[src/rtl/stopwatch_pkg.sv]
// Shared state encoding and timebase helpers for the stopwatch control stage.
package stopwatch_pkg;

    typedef enum logic [1:0] {
        ST_IDLE  = 2'd0,
        ST_RUN   = 2'd1,
        ST_PAUSE = 2'd2,
        ST_SPLIT = 2'd3
    } sw_state_e;

    function automatic int calc_div(input int clk_hz, input int tick_hz);
        return clk_hz / tick_hz;
    endfunction

    // Width of a counter holding 0..n-1, never narrower than one bit.
    function automatic int calc_width(input int n);
        return (n < 2) ? 1 : $clog2(n);
    endfunction

endpackage

[src/rtl/btn_debounce.sv]
// Per-button 2-FF synchronizer, stable-level debouncer and rising-edge press pulse.
module btn_debounce #(
    parameter int DEB_CYCLES = 1_000_000
) (
    input  logic clk,
    input  logic rst_n,
    input  logic btn,
    output logic level,
    output logic press
);
    localparam int CW = stopwatch_pkg::calc_width(DEB_CYCLES);

    logic [1:0]    sync_q;
    logic          level_q, level_d;
    logic          prev_q;
    logic          press_q, press_d;
    logic [CW-1:0] cnt_q, cnt_d;

    // Counter only runs while the synced input disagrees with the accepted level.
    always_comb begin
        level_d = level_q;
        cnt_d   = '0;
        press_d = level_q & ~prev_q;
        if (sync_q[1] != level_q) begin
            if (cnt_q == CW'(DEB_CYCLES - 1)) begin
                level_d = sync_q[1];
            end else begin
                cnt_d = cnt_q + 1'b1;
            end
        end
    end

    always_ff @(posedge clk or negedge rst_n) begin
        if (!rst_n) begin
            sync_q  <= '0;
            level_q <= 1'b0;
            prev_q  <= 1'b0;
            press_q <= 1'b0;
            cnt_q   <= '0;
        end else begin
            sync_q  <= {sync_q[0], btn};
            level_q <= level_d;
            prev_q  <= level_q;
            press_q <= press_d;
            cnt_q   <= cnt_d;
        end
    end

    assign level = level_q;
    assign press = press_q;

endmodule

[src/rtl/stopwatch_ctrl.sv]
// Stopwatch control: button conditioning, start/pause/split/clear FSM and tick prescaler.
module stopwatch_ctrl
    import stopwatch_pkg::*;
#(
    parameter int CLK_HZ     = 100_000_000,
    parameter int TICK_HZ    = 10,
    parameter int DEB_CYCLES = 1_000_000
) (
    input  logic       clk,
    input  logic       rst_n,
    input  logic       btn_start,
    input  logic       btn_clear,
    input  logic       btn_split,
    output logic       tick,
    output logic       clear,
    output logic       running,
    output logic       freeze,
    output logic [1:0] state
);
    localparam int DIV = calc_div(CLK_HZ, TICK_HZ);
    localparam int PW  = calc_width(DIV);

    if (DIV < 2) begin : g_div_check
        $error("stopwatch_ctrl: CLK_HZ/TICK_HZ must be at least 2");
    end

    logic [2:0] btn_raw, btn_press, lvl_unused;
    logic       start_p, clear_p, split_p;

    assign btn_raw = {btn_split, btn_clear, btn_start};

    for (genvar i = 0; i < 3; i++) begin : g_btn
        btn_debounce #(.DEB_CYCLES(DEB_CYCLES)) u_deb (
            .clk   (clk),
            .rst_n (rst_n),
            .btn   (btn_raw[i]),
            .level (lvl_unused[i]),
            .press (btn_press[i])
        );
    end

    assign {split_p, clear_p, start_p} = btn_press;

    sw_state_e     state_q, state_d;
    logic [PW-1:0] pre_q, pre_d;
    logic          tick_q, tick_d, clear_q, clear_d;
    logic          running_q, running_d, freeze_q, freeze_d;

    always_comb begin
        state_d = state_q;
        pre_d   = pre_q;
        tick_d  = 1'b0;
        clear_d = 1'b0;

        // Wrap is judged on the current state, so a pause in the wrap cycle still ticks.
        case (state_q)
            ST_RUN, ST_SPLIT: begin
                if (pre_q == PW'(DIV - 1)) begin
                    pre_d  = '0;
                    tick_d = 1'b1;
                end else begin
                    pre_d = pre_q + 1'b1;
                end
            end
            ST_PAUSE: pre_d = pre_q;
            default:  pre_d = '0;
        endcase

        if (start_p) begin
            state_d = (state_q == ST_RUN || state_q == ST_SPLIT) ? ST_PAUSE : ST_RUN;
        end else if (clear_p) begin
            if (state_q == ST_IDLE || state_q == ST_PAUSE) begin
                state_d = ST_IDLE;
                clear_d = 1'b1;
            end
        end else if (split_p) begin
            if (state_q == ST_RUN)        state_d = ST_SPLIT;
            else if (state_q == ST_SPLIT) state_d = ST_RUN;
        end

        running_d = (state_d == ST_RUN) || (state_d == ST_SPLIT);
        freeze_d  = (state_d == ST_SPLIT);
    end

    always_ff @(posedge clk or negedge rst_n) begin
        if (!rst_n) begin
            state_q   <= ST_IDLE;
            pre_q     <= '0;
            tick_q    <= 1'b0;
            clear_q   <= 1'b0;
            running_q <= 1'b0;
            freeze_q  <= 1'b0;
        end else begin
            state_q   <= state_d;
            pre_q     <= pre_d;
            tick_q    <= tick_d;
            clear_q   <= clear_d;
            running_q <= running_d;
            freeze_q  <= freeze_d;
        end
    end

    assign tick    = tick_q;
    assign clear   = clear_q;
    assign running = running_q;
    assign freeze  = freeze_q;
    assign state   = state_q;

endmodule
[config.mk]
export PLATFORM = sky130hd
export DESIGN_NAME = stopwatch_ctrl
export DESIGN_NICKNAME = d
export VERILOG_FILES = /design/src/rtl/stopwatch_pkg.sv /design/src/rtl/btn_debounce.sv /design/src/rtl/stopwatch_ctrl.sv
export SDC_FILE = /design/constraint.sdc
export NUM_CORES = 1
export LEC_CHECK = 0
export CAP_MARGIN = 20
export CORE_MARGIN = 2
export CORE_UTILIZATION = 62
export CTS_CLUSTER_DIAMETER = 80
export DETAILED_ROUTE_END_ITERATION = 10
export PLACE_DENSITY = 0.87
export SLEW_MARGIN = 20
export SYNTH_ARGS = -nofsm -noshare
export SYNTH_HDL_FRONTEND = slang
export SYNTH_HIERARCHICAL = 1
export SYNTH_SLANG_ARGS = --single-unit
[constraint.sdc]
create_clock -name clk -period 6.7 [get_ports clk]
set_clock_uncertainty 0.15 [all_clocks]
set_input_delay 1.34 -clock clk [delete_from_list [all_inputs] [get_ports clk]]
set_output_delay 1.34 -clock clk [all_outputs]
set_load 0.1 [all_outputs]
Word-level counts from Yosys, hierarchy flattened

Cells that the tools add are included.

Add/sub/neg operators: 4
Multiply operators: 0
Div/mod/pow operators: 0
$lt $le $gt $ge: 0
Eq/ne operators: 12
Shifts and indexed selects: 0
Mux-type cells: 20
Bitwise logic cells: 6
Reductions and logical operators: 8

Operators with widths:

| cell                                                | number |
|---|---|
| 2-to-1 mux 20 bit                                   | 6 |
| adder 20 x 1 -> 20 bit, second input constant       | 3 |
| equality test 20 bit, second input constant         | 3 |
| one-hot mux 24 bit (2 select lines)                 | 1 |
| adder 24 x 1 -> 24 bit, second input constant       | 1 |
| equality test 24 bit, second input constant         | 1 |
| 2-to-1 mux 24 bit                                   | 1 |
| 2-to-1 mux 2 bit                                    | 7 |
| equality test 2 bit, second input constant          | 3 |
| AND reduction 2 bit                                 | 3 |
| 2-to-1 mux 1 bit                                    | 5 |
| equality test 2 x 1 -> 1 bit, second input constant | 2 |
| AND 1 bit                                           | 3 |
| logical OR 1 bit                                    | 3 |
| != test 1 bit                                       | 3 |
| NOT 1 bit                                           | 3 |
| zero test 2 bit                                     | 1 |
| OR reduction 2 bit                                  | 1 |

Register bits after elaboration: 105
Latch bits: 0
Bits in writable memories: 0
Memory bits (read-only): 0
Output and inout port bits: 6
Memories: 0

Logic depth before layout (Yosys ltp)

Gate-level depths: netlist of the first run.

Depth in word-level cells: 8
Gate-level depth with buffers: 8
Depth with buffers taken out: 6

Cells and area by module

Netlist of the first run, hierarchy kept.

By module, submodules not included:

| module                             | times used | cells each | area an instance (um^2) | sequential area each (um^2) |
|---|---|---|---|---|
| btn_debounce at g_btn[0].u_deb ... | 2          | 109        | 1171.1                  | 625.6 |
| stopwatch_ctrl                     | 1          | 179        | 1710.4                  | 725.7 |
| btn_debounce at g_btn[1].u_deb     | 1          | 111        | 1166.1                  | 625.6 |

Least setup slack after synthesis of the first run

OpenSTA, ideal clock, no wires.

Path kind: reg2reg
Start point: register running (netlist name)
End point: register pre_q[18]
Setup time: 0.087 ns
Arrival time: 2.821 ns
Data required time: 6.463 ns
Path slack: 3.642 ns
Cell stages (with the launch flop): 9
Buffers on the path: 2
Clock period less this slack: 3.058 ns
Cells stage by stage: dfrtp_1 > inv_1 > ha_1 > clkbuf_8 > nand4b_4 > or4_1 > buf_2 > or3_1 > a22oi_1

RTL lines:

| what                   | line                 | text |
|---|---|---|
| end signal: assignment | stopwatch_ctrl.sv:95 | `pre_q <= pre_d;` |
| end: declaration       | stopwatch_ctrl.sv:45 | `logic [PW-1:0] pre_q, pre_d;` |

Worst setup path in the final report of the first run

Start point: register running_q, in the netlist running
End point: output running

RTL lines:

| what                     | line                 | text |
|---|---|---|
| start: declaration       | stopwatch_ctrl.sv:47 | `logic running_q, running_d, freeze_q, freeze_d;` |
| start signal: assignment | stopwatch_ctrl.sv:98 | `running_q <= running_d;` |
| end: declaration         | stopwatch_ctrl.sv:16 | `output logic running,` |

No word-level cell between the ends.

==> impl_results.html, run 1 <==
<table>
<tr><th>Metric</th><th>Value</th></tr>
<tr><th colspan="2">Routing</th></tr>
<tr><td>Highest routed metal layer</td><td>met4</td></tr>
<tr><td>Initial detailed-routing violation count</td><td>263</td></tr>
<tr><td>Wire length on met3</td><td>about 320 um</td></tr>
<tr><td>Post-DRT Antenna Nets</td><td>0</td></tr>
<tr><td>DRC</td><td>0</td></tr>
<tr><td>Vias per cell</td><td>6.23</td></tr>
<tr><td>M1 WL</td><td>approximately 4400 um</td></tr>
<tr><td>Detail-routed net length per standard cell</td><td>15.8 um</td></tr>
<tr><td>Total length of routed met2 wires</td><td>4900 um</td></tr>
<tr><td>Total vias in the final route</td><td>3,856</td></tr>
<tr><td>Routed wire length</td><td>slightly below 10,000 um</td></tr>
<tr><td>Initial DRT Pass Iterations</td><td>4</td></tr>
<tr><th colspan="2">Die</th></tr>
<tr><td>Die Span Y</td><td>95.7 um</td></tr>
<tr><td>Area enclosed by the die boundary</td><td>9170 um^2</td></tr>
<tr><td>Num ports</td><td>11</td></tr>
<tr><td>Number of placement rows</td><td>33</td></tr>
<tr><td>Starting density of the core</td><td>63.8%</td></tr>
<tr><td>Area of the placeable core</td><td>8180 um^2</td></tr>
<tr><td>Die X-Extent</td><td>95.7 um</td></tr>
<tr><th colspan="2">Clocking</th></tr>
<tr><td>CTS tree</td><td>done</td></tr>
<tr><td>Number of post-CTS setup repair buffers</td><td>0</td></tr>
<tr><td>Library cell used as clock root buffer</td><td>sky130_fd_sc_hd__clkbuf_8</td></tr>
<tr><td>Clock Sink Count</td><td>104</td></tr>
<tr><td>Cts hold-fix bufs</td><td>0</td></tr>
<tr><td>Number of buffers inserted during clock tree synthesis</td><td>9</td></tr>
<tr><td>Largest buffer count on any clock path</td><td>2</td></tr>
<tr><td>Maximum level of the CTS H-tree</td><td>3</td></tr>
<tr><td>Post-CTS resize count</td><td>0</td></tr>
<tr><td>Clk_lat worst skew</td><td>0.37 ns</td></tr>
<tr><td>Post-CTS clock slew at the launch and capture registers of the worst setup and hold paths</td><td>around 0.10 ns</td></tr>
<tr><th colspan="2">Setup path</th></tr>
<tr><td>Critical Path Source Type</td><td>register</td></tr>
<tr><td>Crit path buf inv count</td><td>1</td></tr>
<tr><td>CP max stage delay</td><td>1.19 ns</td></tr>
<tr><td>Start-to-end type of the worst setup path</td><td>reg -&gt; out</td></tr>
<tr><td>Crit path max-delay cell type</td><td>sky130_fd_sc_hd__clkdlybuf4s50_1</td></tr>
<tr><td>Highest fanout seen on the critical path</td><td>7</td></tr>
<tr><td>Sequence of cells on the critical path</td><td>clkdlybuf4s50_1</td></tr>
<tr><td>Critical path launch point</td><td>running</td></tr>
<tr><td>Startpoint of the most critical register-to-register path</td><td>running</td></tr>
<tr><td>Sort of element at the end of the critical path</td><td>output port</td></tr>
<tr><td>Family with the most delay on the worst path</td><td>buffers and inverters</td></tr>
<tr><td>Worst endpoint data arrival time</td><td>2.08 ns</td></tr>
<tr><td>Required time of the critical path</td><td>5.21 ns</td></tr>
<tr><th colspan="2">Global routing</th></tr>
<tr><td>First-pass GRT wire length</td><td>17,300 um</td></tr>
<tr><td>Vias in the first global route</td><td>3,832</td></tr>
<tr><td>Total global routing track utilization</td><td>24.1%</td></tr>
<tr><td>Pin count of the biggest net entering global routing</td><td>between 60 and 70</td></tr>
<tr><td>Grt total ovfl</td><td>0</td></tr>
<tr><td>Number of antenna violations at the first check in global routing</td><td>0</td></tr>
<tr><th colspan="2">STA</th></tr>
<tr><td>Final Hold Fails</td><td>0</td></tr>
<tr><td>Final worst setup slack</td><td>3.13 ns</td></tr>
<tr><td>Number of max-slew violations in the final report</td><td>0</td></tr>
<tr><td>Hold slack</td><td>0.208 ns</td></tr>
<tr><td>Final min period</td><td>3.57 ns</td></tr>
<tr><td>Top achievable clock speed</td><td>between 200 and 300 MHz</td></tr>
<tr><td>Slew at the pin closest to its max-slew limit</td><td>approximately 1.0 ns</td></tr>
<tr><td>Number of setup violations in the final report</td><td>0</td></tr>
<tr><td>Total Negative Setup Slacks</td><td>0 ns</td></tr>
<tr><td>Crit share post-route</td><td>~53%</td></tr>
<tr><td>Unrepaired setup endpoints after global routing</td><td>false</td></tr>
<tr><td>Relative slew margins</td><td>30.9%</td></tr>
<tr><th colspan="2">Yosys</th></tr>
<tr><td>Top post-synthesis cells by area</td><td>sky130_fd_sc_hd__dfrtp_1 50%, sky130_fd_sc_hd__xor2_1 4.4%, sky130_fd_sc_hd__nor2_1 3.4%</td></tr>
<tr><td>Count of flip-flops with a built-in enable after synthesis</td><td>0</td></tr>
<tr><td>Seq/Total Area, Yosys</td><td>roughly half</td></tr>
<tr><td>Mean instance size in the synthesized netlist</td><td>10.3 um^2</td></tr>
<tr><td>Net Count, Synth</td><td>between 500 and 600</td></tr>
<tr><td>Top-area cell type share of the netlist area</td><td>49.9%</td></tr>
<tr><td>Count of state elements after synthesis</td><td>104</td></tr>
<tr><td>Commonest cells post-synth</td><td>104 x sky130_fd_sc_hd__dfrtp_1, 47 x sky130_fd_sc_hd__nor2_1, 39 x sky130_fd_sc_hd__nand2_1, 29 x sky130_fd_sc_hd__nand3_1, 29 x sky130_fd_sc_hd__o21ai_0</td></tr>
<tr><td>Yosys warnings</td><td>6</td></tr>
<tr><td>Number of distinct library cell variants in the gate-level netlist after synthesis</td><td>55</td></tr>
<tr><td>Leading area contributor after synthesis</td><td>sky130_fd_sc_hd__dfrtp_1</td></tr>
<tr><td>Mapped cell area</td><td>5220 um^2</td></tr>
<tr><td>Gate count after technology mapping</td><td>~510</td></tr>
<tr><td>Most frequent cell after synthesis</td><td>sky130_fd_sc_hd__dfrtp_1</td></tr>
<tr><td>Prevailing post-synth register cell</td><td>sky130_fd_sc_hd__dfrtp_1</td></tr>
<tr><td>Share of flip-flops with an asynchronous set or reset</td><td>100%</td></tr>
<tr><th colspan="2">Cells and area</th></tr>
<tr><td>Area delta synth-&gt;final</td><td>6.35%</td></tr>
<tr><td>Area taken by multi-input logic gates</td><td>~2500 um^2</td></tr>
<tr><td>Filler cells</td><td>638</td></tr>
<tr><td>Final Cell Area</td><td>5550 um^2</td></tr>
<tr><td>Number of antenna diodes</td><td>0</td></tr>
<tr><td>Final nets</td><td>523</td></tr>
<tr><td>Fraction of layout instances using a drive strength above 1</td><td>8.17%</td></tr>
<tr><td>Sequential cell area in the final layout</td><td>2600 um^2</td></tr>
<tr><th colspan="2">Job</th></tr>
<tr><td>Maxcap violations</td><td>0</td></tr>
<tr><th colspan="2">Power</th></tr>
<tr><td>Proportion of power drawn by combinational gates</td><td>between 2 and 3%</td></tr>
<tr><td>Leakage power</td><td>2.30 nW</td></tr>
<tr><td>Maximum VDD drop</td><td>146 uV</td></tr>
<tr><td>Internal Dissipation</td><td>0.824 mW</td></tr>
<tr><td>Clock power share</td><td>38.1%</td></tr>
<tr><td>PwrDens</td><td>195 nW/um^2</td></tr>
<tr><td>Sw Share</td><td>23.7%</td></tr>
<tr><td>Switching power summed over all nets</td><td>0.256 mW</td></tr>
<tr><td>Reg power frac</td><td>59.1%</td></tr>
<tr><th colspan="2">Placement</th></tr>
<tr><td>RD Place Congestion</td><td>between 0.8 and 0.9</td></tr>
<tr><td>Count of input and output buffers</td><td>10</td></tr>
<tr><td>Setup WS pre-CTS</td><td>3.55 ns</td></tr>
<tr><td>Total placed instance area</td><td>5340 um^2</td></tr>
<tr><td>HPWL Detailed</td><td>6530 um</td></tr>
<tr><th colspan="2">Worst hold path</th></tr>
<tr><td>Worst min path class</td><td>reg -&gt; reg</td></tr>
<tr><td>HP Start</td><td>g_btn[0].u_deb/sync_q[0]</td></tr>
<tr><th colspan="2">Outcome</th></tr>
<tr><td>Result of the run</td><td>finished, final reports clean</td></tr>
</table>
## layout make-up
class | instances | area share [%]
clock buffer | 9 | 2.23
clock inverter | 7 | 1.51
inverter | 6 | 0.406
multi-input combinational | 376 | 44.6
sequential | 104 | 46.9
tap | 105 | 2.37
timing repair buffer | 12 | 2.03
## cells in the final DEF, fill, tap and decap left out, types with 2 or more instances in the layout
cell type,count
sky130_fd_sc_hd__a21oi_1,23
sky130_fd_sc_hd__a22oi_1,9
sky130_fd_sc_hd__and3_1,12
sky130_fd_sc_hd__and4_1,12
sky130_fd_sc_hd__and4_2,2
sky130_fd_sc_hd__buf_4,3
sky130_fd_sc_hd__clkbuf_8,9
sky130_fd_sc_hd__clkdlybuf4s50_1,9
sky130_fd_sc_hd__dfrtp_1,104
sky130_fd_sc_hd__ha_1,9
sky130_fd_sc_hd__inv_1,5
sky130_fd_sc_hd__inv_6,3
sky130_fd_sc_hd__inv_8,2
sky130_fd_sc_hd__mux2_2,3
sky130_fd_sc_hd__nand2_1,39
sky130_fd_sc_hd__nand3_1,29
sky130_fd_sc_hd__nand3_4,2
sky130_fd_sc_hd__nand4_1,9
sky130_fd_sc_hd__nand4b_1,3
sky130_fd_sc_hd__nor2_1,47
sky130_fd_sc_hd__nor2b_1,5
sky130_fd_sc_hd__nor3_1,3
sky130_fd_sc_hd__nor3b_1,4
sky130_fd_sc_hd__nor4_1,12
sky130_fd_sc_hd__nor4b_1,6
sky130_fd_sc_hd__o211ai_1,2
sky130_fd_sc_hd__o21ai_0,29
sky130_fd_sc_hd__o31ai_1,10
sky130_fd_sc_hd__o41ai_4,2
sky130_fd_sc_hd__or2_2,3
sky130_fd_sc_hd__or3_1,21
sky130_fd_sc_hd__or4_1,13
sky130_fd_sc_hd__xnor2_1,19
sky130_fd_sc_hd__xor2_1,26
## through the flow
step | instances | util, % | power, mW
3_5_place_dp | 603 | 65.4 | 0.682
6_report | 619 | 67.9 | 1.08
3_3_place_gp | 603 | 65.4 | 0.681
5_1_grt | 619 | 67.9 | 1.13
2_1_floorplan | 508 | - | 0.663
4_1_cts | 619 | 67.9 | 1.09
## path summary, 6_finish.rpt
path	endpoint	slack (ns)	depth (start not counted)
setup / recovery	running	3.13	1
hold / removal	g_btn[0].u_deb/sync_q[1]	0.21	0
setup reg to reg	pre_q[20]	3.88	6
hold reg to reg	g_btn[0].u_deb/sync_q[1]	0.21	0
max in group asynchronous	g_btn[0].u_deb/cnt_q[6]	4.48	2
min in group asynchronous	g_btn[2].u_deb/cnt_q[15]	0.79	1
## flip-flops by register name, summed over array words and instances (netlist names)
register            count
freeze                  1
running                 1
g_btn.u_deb/level       3
clear                   1
state                   1
g_btn.u_deb/prev_q      3
g_btn.u_deb/sync_q      6
g_btn.u_deb/press       3
pre_q                  24
g_btn.u_deb/cnt_q      60
tick                    1
## per-layer routing
metal	GRT usage, %	vias to the layer above
li1	-	1867
met1	31.5	1910
met2	41.1	68
met3	4.39	11
met4	7.50	0
met5	0	-
## cells by family (layout without fill, tap and decap cells)
logic type      after synthesis  after routing  synth area share (%)
compound gates               85             85                  10.7
xor+xnor                     45             45                  7.55
fa+ha+maj                     9              9                  2.16
buf+inv                      28             34                  2.83
flops                       104            104                  49.9
mux                           3              3                 0.647
simple gates                234            234                  26.3
## power groups by stage
stage | sequential [mW] | clock, mW | combinational (mW)
5_1_grt | 0.640 | 0.451 | 0.0359
6_report | 0.638 | 0.411 | 0.0304
4_1_cts | 0.638 | 0.424 | 0.0319
3_3_place_gp | 0.650 | 0 | 0.0308
3_5_place_dp | 0.651 | 0 | 0.0315
2_1_floorplan | 0.650 | 0 | 0.0134
(Power assumes the default switching activity.)
==> inputs of run 2 (changes only) <==
Clock period 6.7 ns to 3.4 ns, I/O delays scaled along.
==> impl_results.html, run 2 (synthesized netlist as in run 1, its figures left out) <==
<table>
<tr><th>Metric</th><th>Value</th></tr>
<tr><th colspan="2">Cells and area</th></tr>
<tr><td>Most common cell after layout, fill and taps aside</td><td>sky130_fd_sc_hd__dfrtp_1</td></tr>
<tr><td>Top library cells by usage in the layout, fill and taps aside</td><td>104 x sky130_fd_sc_hd__dfrtp_1, 47 x sky130_fd_sc_hd__nor2_1, 39 x sky130_fd_sc_hd__nand2_1</td></tr>
<tr><td>Non-filler instance count after layout</td><td>620</td></tr>
<tr><td>Filler cells</td><td>602</td></tr>
<tr><td>Number of antenna diodes</td><td>0</td></tr>
<tr><td>Final nets</td><td>between 500 and 600</td></tr>
<tr><td>Area taken by multi-input logic gates</td><td>~2500 um^2</td></tr>
<tr><td>Area delta synth-&gt;final</td><td>6.40%</td></tr>
<tr><td>Final Cell Area</td><td>roughly 5600 um^2</td></tr>
<tr><td>Flip-flop count of the largest register, all copies and words added</td><td>60</td></tr>
<tr><td>Most flop-heavy register</td><td>g_btn.u_deb/cnt_q</td></tr>
<tr><td>Fraction of layout instances using a drive strength above 1</td><td>9.51%</td></tr>
<tr><td>Largest registers in the final layout</td><td>g_btn.u_deb/cnt_q (60), pre_q (24), g_btn.u_deb/sync_q (6)</td></tr>
<tr><td>Sequential cell area in the final layout</td><td>2600 um^2</td></tr>
<tr><td>Final core utilization</td><td>67.9%</td></tr>
<tr><th colspan="2">Setup path</th></tr>
<tr><td>Sort of element at the end of the critical path</td><td>register</td></tr>
<tr><td>Crit path buf inv count</td><td>1</td></tr>
<tr><td>Highest fanout seen on the critical path</td><td>19</td></tr>
<tr><td>Sequence of cells on the critical path</td><td>inv_1, ha_1, nand4b_4, or4_1, or3_1, a22oi_1</td></tr>
<tr><td>CP max stage delay</td><td>0.64 ns</td></tr>
<tr><td>Worst endpoint data arrival time</td><td>~2.9 ns</td></tr>
<tr><td>Crit path max-delay cell type</td><td>sky130_fd_sc_hd__or4_1</td></tr>
<tr><td>Critical Path Source Type</td><td>register</td></tr>
<tr><td>Required time of the critical path</td><td>approximately 3.5 ns</td></tr>
<tr><td>Start-to-end type of the worst setup path</td><td>reg -&gt; reg</td></tr>
<tr><td>Family with the most delay on the worst path</td><td>simple AND/OR/NAND/NOR gates</td></tr>
<tr><th colspan="2">Outcome</th></tr>
<tr><td>Result of the run</td><td>finished, final reports clean</td></tr>
<tr><th colspan="2">Die</th></tr>
<tr><td>Area of the placeable core</td><td>8180 um^2</td></tr>
<tr><td>Die X-Extent</td><td>95.7 um</td></tr>
<tr><td>Area enclosed by the die boundary</td><td>between 9000 and 10,000 um^2</td></tr>
<tr><td>Die Span Y</td><td>95.7 um</td></tr>
<tr><td>Number of placement rows</td><td>33</td></tr>
<tr><td>Starting density of the core</td><td>63.8%</td></tr>
<tr><td>Num ports</td><td>11</td></tr>
<tr><th colspan="2">Placement</th></tr>
<tr><td>Count of input and output buffers</td><td>10</td></tr>
<tr><td>Total placed instance area</td><td>between 5000 and 6000 um^2</td></tr>
<tr><td>RD Place Congestion</td><td>0.859</td></tr>
<tr><td>HPWL Detailed</td><td>approximately 6600 um</td></tr>
<tr><td>Inst Count DP</td><td>604</td></tr>
<tr><th colspan="2">STA</th></tr>
<tr><td>Total Negative Setup Slacks</td><td>0 ns</td></tr>
<tr><td>Number of setup violations in the final report</td><td>0</td></tr>
<tr><td>Unrepaired setup endpoints after global routing</td><td>false</td></tr>
<tr><td>Final Hold Fails</td><td>0</td></tr>
<tr><td>Number of max-slew violations in the final report</td><td>0</td></tr>
<tr><td>Slew at the pin closest to its max-slew limit</td><td>around 1.0 ns</td></tr>
<tr><td>Relative slew margins</td><td>33.2%</td></tr>
<tr><td>Top achievable clock speed</td><td>363 MHz</td></tr>
<tr><td>Final min period</td><td>2.76 ns</td></tr>
<tr><td>Crit share post-route</td><td>81.0%</td></tr>
<tr><th colspan="2">Clocking</th></tr>
<tr><td>Clock Sink Count</td><td>104</td></tr>
<tr><td>Clk_lat worst skew</td><td>between 0.3 and 0.4 ns</td></tr>
<tr><td>Largest buffer count on any clock path</td><td>2</td></tr>
<tr><td>Maximum level of the CTS H-tree</td><td>3</td></tr>
<tr><td>Library cell used as clock root buffer</td><td>sky130_fd_sc_hd__clkbuf_8</td></tr>
<tr><td>CTS tree</td><td>done</td></tr>
<tr><td>Number of post-CTS setup repair buffers</td><td>0</td></tr>
<tr><td>Number of buffers inserted during clock tree synthesis</td><td>9</td></tr>
<tr><td>Cts hold-fix bufs</td><td>0</td></tr>
<tr><td>Post-CTS clock slew at the launch and capture registers of the worst setup and hold paths</td><td>0.11 ns</td></tr>
<tr><td>Post-CTS resize count</td><td>0</td></tr>
<tr><th colspan="2">Routing</th></tr>
<tr><td>Routed wire length</td><td>9850 um</td></tr>
<tr><td>DRC</td><td>0</td></tr>
<tr><td>Initial DRT Pass Iterations</td><td>4</td></tr>
<tr><td>Post-DRT Antenna Nets</td><td>0</td></tr>
<tr><td>Total vias in the final route</td><td>3,888</td></tr>
<tr><td>Detail-routed net length per standard cell</td><td>15.9 um</td></tr>
<tr><td>Vias per cell</td><td>about 6.3</td></tr>
<tr><td>Initial detailed-routing violation count</td><td>209</td></tr>
<tr><th colspan="2">Power</th></tr>
<tr><td>Leakage power</td><td>2.32 nW</td></tr>
<tr><td>PwrDens</td><td>379 nW/um^2</td></tr>
<tr><td>Maximum VDD drop</td><td>262 uV</td></tr>
<tr><th colspan="2">Global routing</th></tr>
<tr><td>Vias in the first global route</td><td>roughly 3,700</td></tr>
<tr><td>Number of antenna violations at the first check in global routing</td><td>0</td></tr>
<tr><td>Met1 Usage GRT</td><td>30.0%</td></tr>
<tr><td>First-pass GRT wire length</td><td>approximately 17,000 um</td></tr>
<tr><td>GR Layer Usage met3</td><td>5.09%</td></tr>
<tr><td>Grt total ovfl</td><td>0</td></tr>
<tr><td>Total global routing track utilization</td><td>23.2%</td></tr>
<tr><td>Most congested layer reported by global routing</td><td>met2</td></tr>
<tr><td>Global Route met2 Usage</td><td>38.9%</td></tr>
<tr><td>Pin count of the biggest net entering global routing</td><td>59</td></tr>
<tr><th colspan="2">Job</th></tr>
<tr><td>Maxcap violations</td><td>0</td></tr>
<tr><th colspan="2">Worst hold path</th></tr>
<tr><td>Worst min path class</td><td>in -&gt; async</td></tr>
</table>
run 2: changes by cell type in the layout (fill, tap and decap cells not counted):
cell	previous run	this run
sky130_fd_sc_hd__clkinv_8	0	1
sky130_fd_sc_hd__clkinv_2	1	0
sky130_fd_sc_hd__clkbuf_8	9	10
sky130_fd_sc_hd__buf_12	0	1
sky130_fd_sc_hd__clkdlybuf4s50_1	9	3
sky130_fd_sc_hd__bufinv_16	1	0
sky130_fd_sc_hd__buf_4	3	9
sky130_fd_sc_hd__inv_6	3	2
sky130_fd_sc_hd__inv_8	2	3
run 2: routing by layer:
metal  vias to the layer above  wire [um]
met5                         -          0
li1                       1860          -
met4                         0        146
met2                        74       4970
met1                      1938       4340
met3                        16        387
run 2: worst register-to-register path: stages (launching register included):
cell	delay (ns)
sky130_fd_sc_hd__dfrtp_1	0.48
sky130_fd_sc_hd__inv_1	0.11
sky130_fd_sc_hd__ha_1	0.42
sky130_fd_sc_hd__nand4b_4	0.29
sky130_fd_sc_hd__or4_1	0.64
sky130_fd_sc_hd__or3_1	0.40
sky130_fd_sc_hd__a22oi_1	0.18
run 2: final timing paths:
| check | start | end | slack [ns] | depth (start not counted) |
|---|---|---|---|---|
| max | running | pre_q[18] | 0.64 | 6 |
| min | rst_n | pre_q[14] | 0.21 | 1 |
| max reg2reg | running | pre_q[18] | 0.64 | 6 |
| min reg2reg | g_btn[2].u_deb/sync_q[0] | g_btn[2].u_deb/sync_q[1] | 0.21 | 0 |
| max in group asynchronous | rst_n | state[1] | 2.18 | 2 |
| min in group clk | g_btn[2].u_deb/sync_q[0] | g_btn[2].u_deb/sync_q[1] | 0.21 | 0 |
run 2: area by class of cell:
type / instances / area share (%)
sequential: 104 / 46.9
multi-input combinational: 376 / 44.5
clock buffer: 10 / 2.48
tap: 105 / 2.37
timing repair buffer: 13 / 2.12
clock inverter: 6 / 1.22
inverter: 6 / 0.406
run 2: metrics by stage:
stage / setup slack (ns) / hold WS (ns) / power (mW)
final: 0.645 / 0.213 / 2.10
after global routing: 0.499 / 0.223 / 2.19
after CTS: 0.659 / 0.216 / 2.13
after detailed placement: 0.655 / 0.190 / 1.35
after global placement: 0.855 / 0.183 / 1.34
after floorplan: 0.342 / 0.181 / 1.31
run 2: where the power goes:
| group | internal [mW] | switching, mW | leakage, nW | total [mW] |
|---|---|---|---|---|
| Clock | 0.314 | 0.468 | 0.106 | 0.781 |
| Sequential | 1.25 | 0.0109 | 1.43 | 1.26 |
| Combinational | 0.0184 | 0.0431 | 0.781 | 0.0615 |
==> variant 1, RTL diff (config.mk and constraints of run 2) <==
Register the output `freeze` once more, without a reset; this adds one clock of latency there. The other outputs are not delayed to match.
--- a/src/rtl/stopwatch_ctrl.sv
+++ b/src/rtl/stopwatch_ctrl.sv
@@ -104,5 +104,7 @@
     assign clear   = clear_q;
     assign running = running_q;
-    assign freeze  = freeze_q;
+    always_ff @(posedge clk) begin
+        freeze <= freeze_q;
+    end
     assign state   = state_q;
 
Formal check against the unedited RTL: same outputs for any inputs over 10 cycles, from zero or initial values and one cycle with rst_n low; that may be too few to reach the edited logic, so the function may still have changed.
==> variant 1 against run 2 <==
- combinational power hardly changed
- die area is 0.37% higher
- clock power is 5.9% lower
- worst setup slack better by 270 ps
- first-iteration DRC count is 21% higher
- total power is 1.7% lower
- wire length is 0.65% higher
- sequential share of layout area is 0.31 points higher
- sequential cell count is 1 higher
- synthesized area is 0.38% higher
- non-clock buffer count is 1 higher
- design area is 0.11% higher
- critical endpoint is now pre_q[23]
==> variant 1: results (changes against run 2) <==
metric,value,unit,change
status,"complete, no violations",,
Worst R2R Path Depth,4,,-2
Post-CTS Setup Repair Bufs,0,,unchanged
Slew HR,0.313,,-0.0196
net count reported at finish,526,,+0.38%
Yosys cell types,56,,+1.8%
met3 Usage GRT,0.0689,,+0.0180
Final Core Density,0.677,,-0.00265
R2R setup slack,910,ps,+270 ps
post-synthesis compound-gate area fraction,0.107,,-0.000409
"Avg Cell Area, Syn",10.3,um2,+0.19%
grt met1 use,0.316,,+0.0158
global-route wire length before repair,17.5,mm,+4.4%
sequential element share of the synthesized area,0.501,,+0.00192
post-DR vias/cell,6.28,,+0.20%
largest registers,"g_btn.u_deb/cnt_q (60), pre_q (24), g_btn.u_deb/sync_q (6)",,
"Arr. time, crit path",2590,ps,-300 ps
xor/xnor share of the synthesized area,0.0752,,-0.000289
DP Area,5380,um2,+0.51%
met2 usage,0.395,,+0.00641
number of global-route vias before repair,3787,,+1.7%
Worst IR Drop VDD,284,uV,+8.4%
Max Fanout on Critical Path,21,,+2
post-synth net total,523,,+0.19%
Metal-1 WL,4.27,mm,-1.7%
met3 WL,509,um,+32%
DR vias,3902,,+0.36%
post-synthesis adder-cell area fraction,0.0215,,-0.0000825
Placed Cells incl. Taps,606,,+0.33%
post-synthesis mux area share,0.00645,,-0.0000247
share of cells above drive strength 1,0.0950,,-0.000184
Place WS,932,ps,+277 ps
"Async S/R FF share, synth",0.990,,-0.00952
top post-synthesis cells by area,"dfrtp_1 50%, xor2_1 4.3%, nor2_1 3.4%",,
WHS,175,ps,-38.1 ps
drt initial violations,252,,+21%
Overall Global Routing Usage,0.242,,+0.00981
Placer Congestion,0.826,,-3.8%
DP Wirelength,6.43,mm,-2.1%
total wire length,9.92,mm,+0.65%
Filler cells,636,,+5.6%
worst r2r dst,pre_q[23],,
Pleak,0.00232,uW,+0.12%
variant 1: how the worst max path moves through the flow:
stage / to / start / slack, ps
after floorplan: pre_q[18] / running / 340
after global placement: pre_q[23] / pre_q[11] / 980
after detailed placement: pre_q[23] / pre_q[11] / 930
after CTS: pre_q[23] / pre_q[11] / 910
after global routing: pre_q[22] / running / 770
final: pre_q[23] / pre_q[11] / 910
variant 1: final cells by class:
| class | instances | area share |
|---|---|---|
| Multi-Input combinational cell | 376 | 0.445 |
| Inverter | 6 | 0.00405 |
| Clock buffer | 10 | 0.0248 |
| Timing Repair Buffer | 14 | 0.0225 |
| Tap cell | 105 | 0.0236 |
| Sequential cell | 105 | 0.472 |
| Clock inverter | 5 | 0.00833 |
variant 1: critical path, stage by stage (launching register included):
cell	delay [ps]
dfrtp_1	450
or4b_2	670
nor4_1	330
a41o_2	510
o2bb2a_1	260
variant 1: power by group:
part | switching (uW) | internal (uW)
combinational | 42.9 | 18.7
sequential | 10.2 | 1260
clock | 439 | 296
==> variant 2, RTL diff (flow settings as in run 2) <==
Without the edit above. Set the parameter `TICK_HZ` to 5 (it was 10).
--- a/src/rtl/stopwatch_ctrl.sv
+++ b/src/rtl/stopwatch_ctrl.sv
@@ -4,5 +4,5 @@
 #(
     parameter int CLK_HZ     = 100_000_000,
-    parameter int TICK_HZ    = 10,
+    parameter int TICK_HZ    = 5,
     parameter int DEB_CYCLES = 1_000_000
 ) (
Formal check against the unedited RTL: same outputs for any inputs over 10 cycles, from zero or initial values and one cycle with rst_n low; that may be too few to reach the edited logic, so the function may still have changed.
==> variant 2 against run 2 <==
- design area grew 2.0%
- total power is 1.8% higher
- critical path depth down 1
- wire length up 3.2%
- sequential cell count rose by 1
- synthesized area grew 1.5%
- non-clock buffer count did not move
- worst setup slack better by 210 ps
- critical endpoint is now pre_q[19]
- highest routed layer unchanged
==> variant 2: results (changes against run 2) <==
metric,value,unit,change
crit-path max cell delay,560,ps,-80 ps
"CP delay by family, top",simple AND/OR/NAND/NOR gates,,
DP Area,5450,um2,+2.0%
Pleak,0.00239,uW,+3.1%
Metal-1 WL,4.53,mm,+4.2%
clock root buffer,clkbuf_8,,
drt initial violations,200,,-4.3%
Num CTS Buffers,9,,unchanged
post_cts resized,0,,unchanged
drt first pass iters,5,,+1
WL met2,5.05,mm,+1.5%
largest registers,"g_btn.u_deb/cnt_q (60), pre_q (25), g_btn.u_deb/sync_q (6)",,
"Clk Latency, worst-skew pair",380,ps,about the same
grt met1 use,0.336,,+0.0364
worst hold path class,in2async,,
net count reported at finish,540,,+3.1%
DP Wirelength,6.80,mm,+3.6%
worst flop-to-flop path startpoint,pre_q[12],,
DR WL/cell,16.0,um,+0.58%
Placer Congestion,0.874,,+1.8%
Worst R2R Path Depth,5,,-1
Port Buffer Count,10,,unchanged
clock-pin transition on the worst setup and hold timing paths,100,ps,
post-DR vias/cell,6.21,,-1.0%
clk buf depth,2,,unchanged
Synth top cells by count,"105 x dfrtp_1, 53 x nor2_1, 38 x nand2_1",,
initial antenna violation count,0,,unchanged
post-synth net total,532,,+1.9%
Post-CTS Setup Repair Bufs,0,,unchanged
met3 WL,435,um,+12%
Filler cells,638,,+6.0%
Placed Cells incl. Taps,620,,+2.6%
Final Non-Filler Cells,636,,+2.6%
Overall Global Routing Usage,0.243,,+0.0110
crit path max-delay cell type,or4_4,,
Worst IR Drop VDD,229,uV,-13%
"Async S/R FF share, synth",1.00,,unchanged
number of global-route vias before repair,3793,,+1.8%
htree depth,3,,unchanged
"Arr. time, crit path",2660,ps,-230 ps
top post-synthesis cells by area,"dfrtp_1 50%, xor2_1 4.5%, nor2_1 3.8%",,
Slew HR,0.340,,+0.00789
Max Fanout on Critical Path,17,,-2
Yosys warnings,6,,unchanged
Syn Inst Count,518,,+2.0%
met3 Usage GRT,0.0605,,+0.00961
Internal,1640,uW,+3.5%
CP Launch Type,flop,,
Yosys cell types,58,,+5.5%
pin count of the biggest net entering global routing,56,,-5.1%
status,"complete, no violations",,
max layer used,met4,,
share of cells above drive strength 1,0.107,,+0.0122
met2 usage,0.373,,-0.0160
global-route wire length before repair,17.6,mm,+5.2%
sequential element share of the synthesized area,0.496,,-0.00246
# diodes,0,,unchanged
[variant 2: cell count changes in the layout (fill, tap and decap cells not counted), moves of 5 or more]
cell     change
a22oi_1      -9
a31oi_1      +6
nor2_1       +6
o21ai_0      -6
o21ai_1      +6
a21o_1       +5
inv_1        +5
nor3_1       +5
or4_1        -5
[variant 2: cell type report]
cell class / count / area (um2) / area share
Clock buffer: 9 / 124 / 0.0219
Clock inverter: 7 / 87.6 / 0.0155
Inverter: 10 / 37.5 / 0.00663
Multi-Input combinational cell: 387 / 2540 / 0.448
Sequential cell: 105 / 2630 / 0.464
Tap cell: 105 / 131 / 0.0232
Timing Repair Buffer: 13 / 118 / 0.0208
[variant 2: logic make-up after synthesis]
family                     count (synthesis)  synth area share
AOI/OAI and AO/OA                         96             0.123
xor gates and xnor gates                  42            0.0695
buffers and inverters                     26            0.0250
and+or+nand+nor                          237             0.258
muxes                                      3           0.00638
adders and majority gates                  9            0.0213
DFF                                      105             0.496
[variant 2: power groups by stage]
stage                     sequential, uW  clock, uW  combinational (uW)
after floorplan                     1290          0                26.5
after global placement              1290          0                61.8
after detailed placement            1290          0                63.8
after global routing                1270        884                73.7
final                               1270        807                62.1
after CTS                           1270        830                64.2
[variant 2: metrics by stage]
stage | setup slack (ps) | power, uW
after detailed placement | 879 | 1360
final | 857 | 2140
after floorplan | 886 | 1320
after global routing | 704 | 2230
after CTS | 862 | 2170
after global placement | 973 | 1360
[variant 2: worst paths after layout]
check | to | slack, ps
worst max-delay path | pre_q[19] | 860
min in group clk | g_btn[0].u_deb/sync_q[1] | 210
worst min-delay path | pre_q[21] | 170
max in group asynchronous | g_btn[1].u_deb/press | 2230
worst min register to register | g_btn[0].u_deb/sync_q[1] | 210
worst max register to register | pre_q[19] | 860
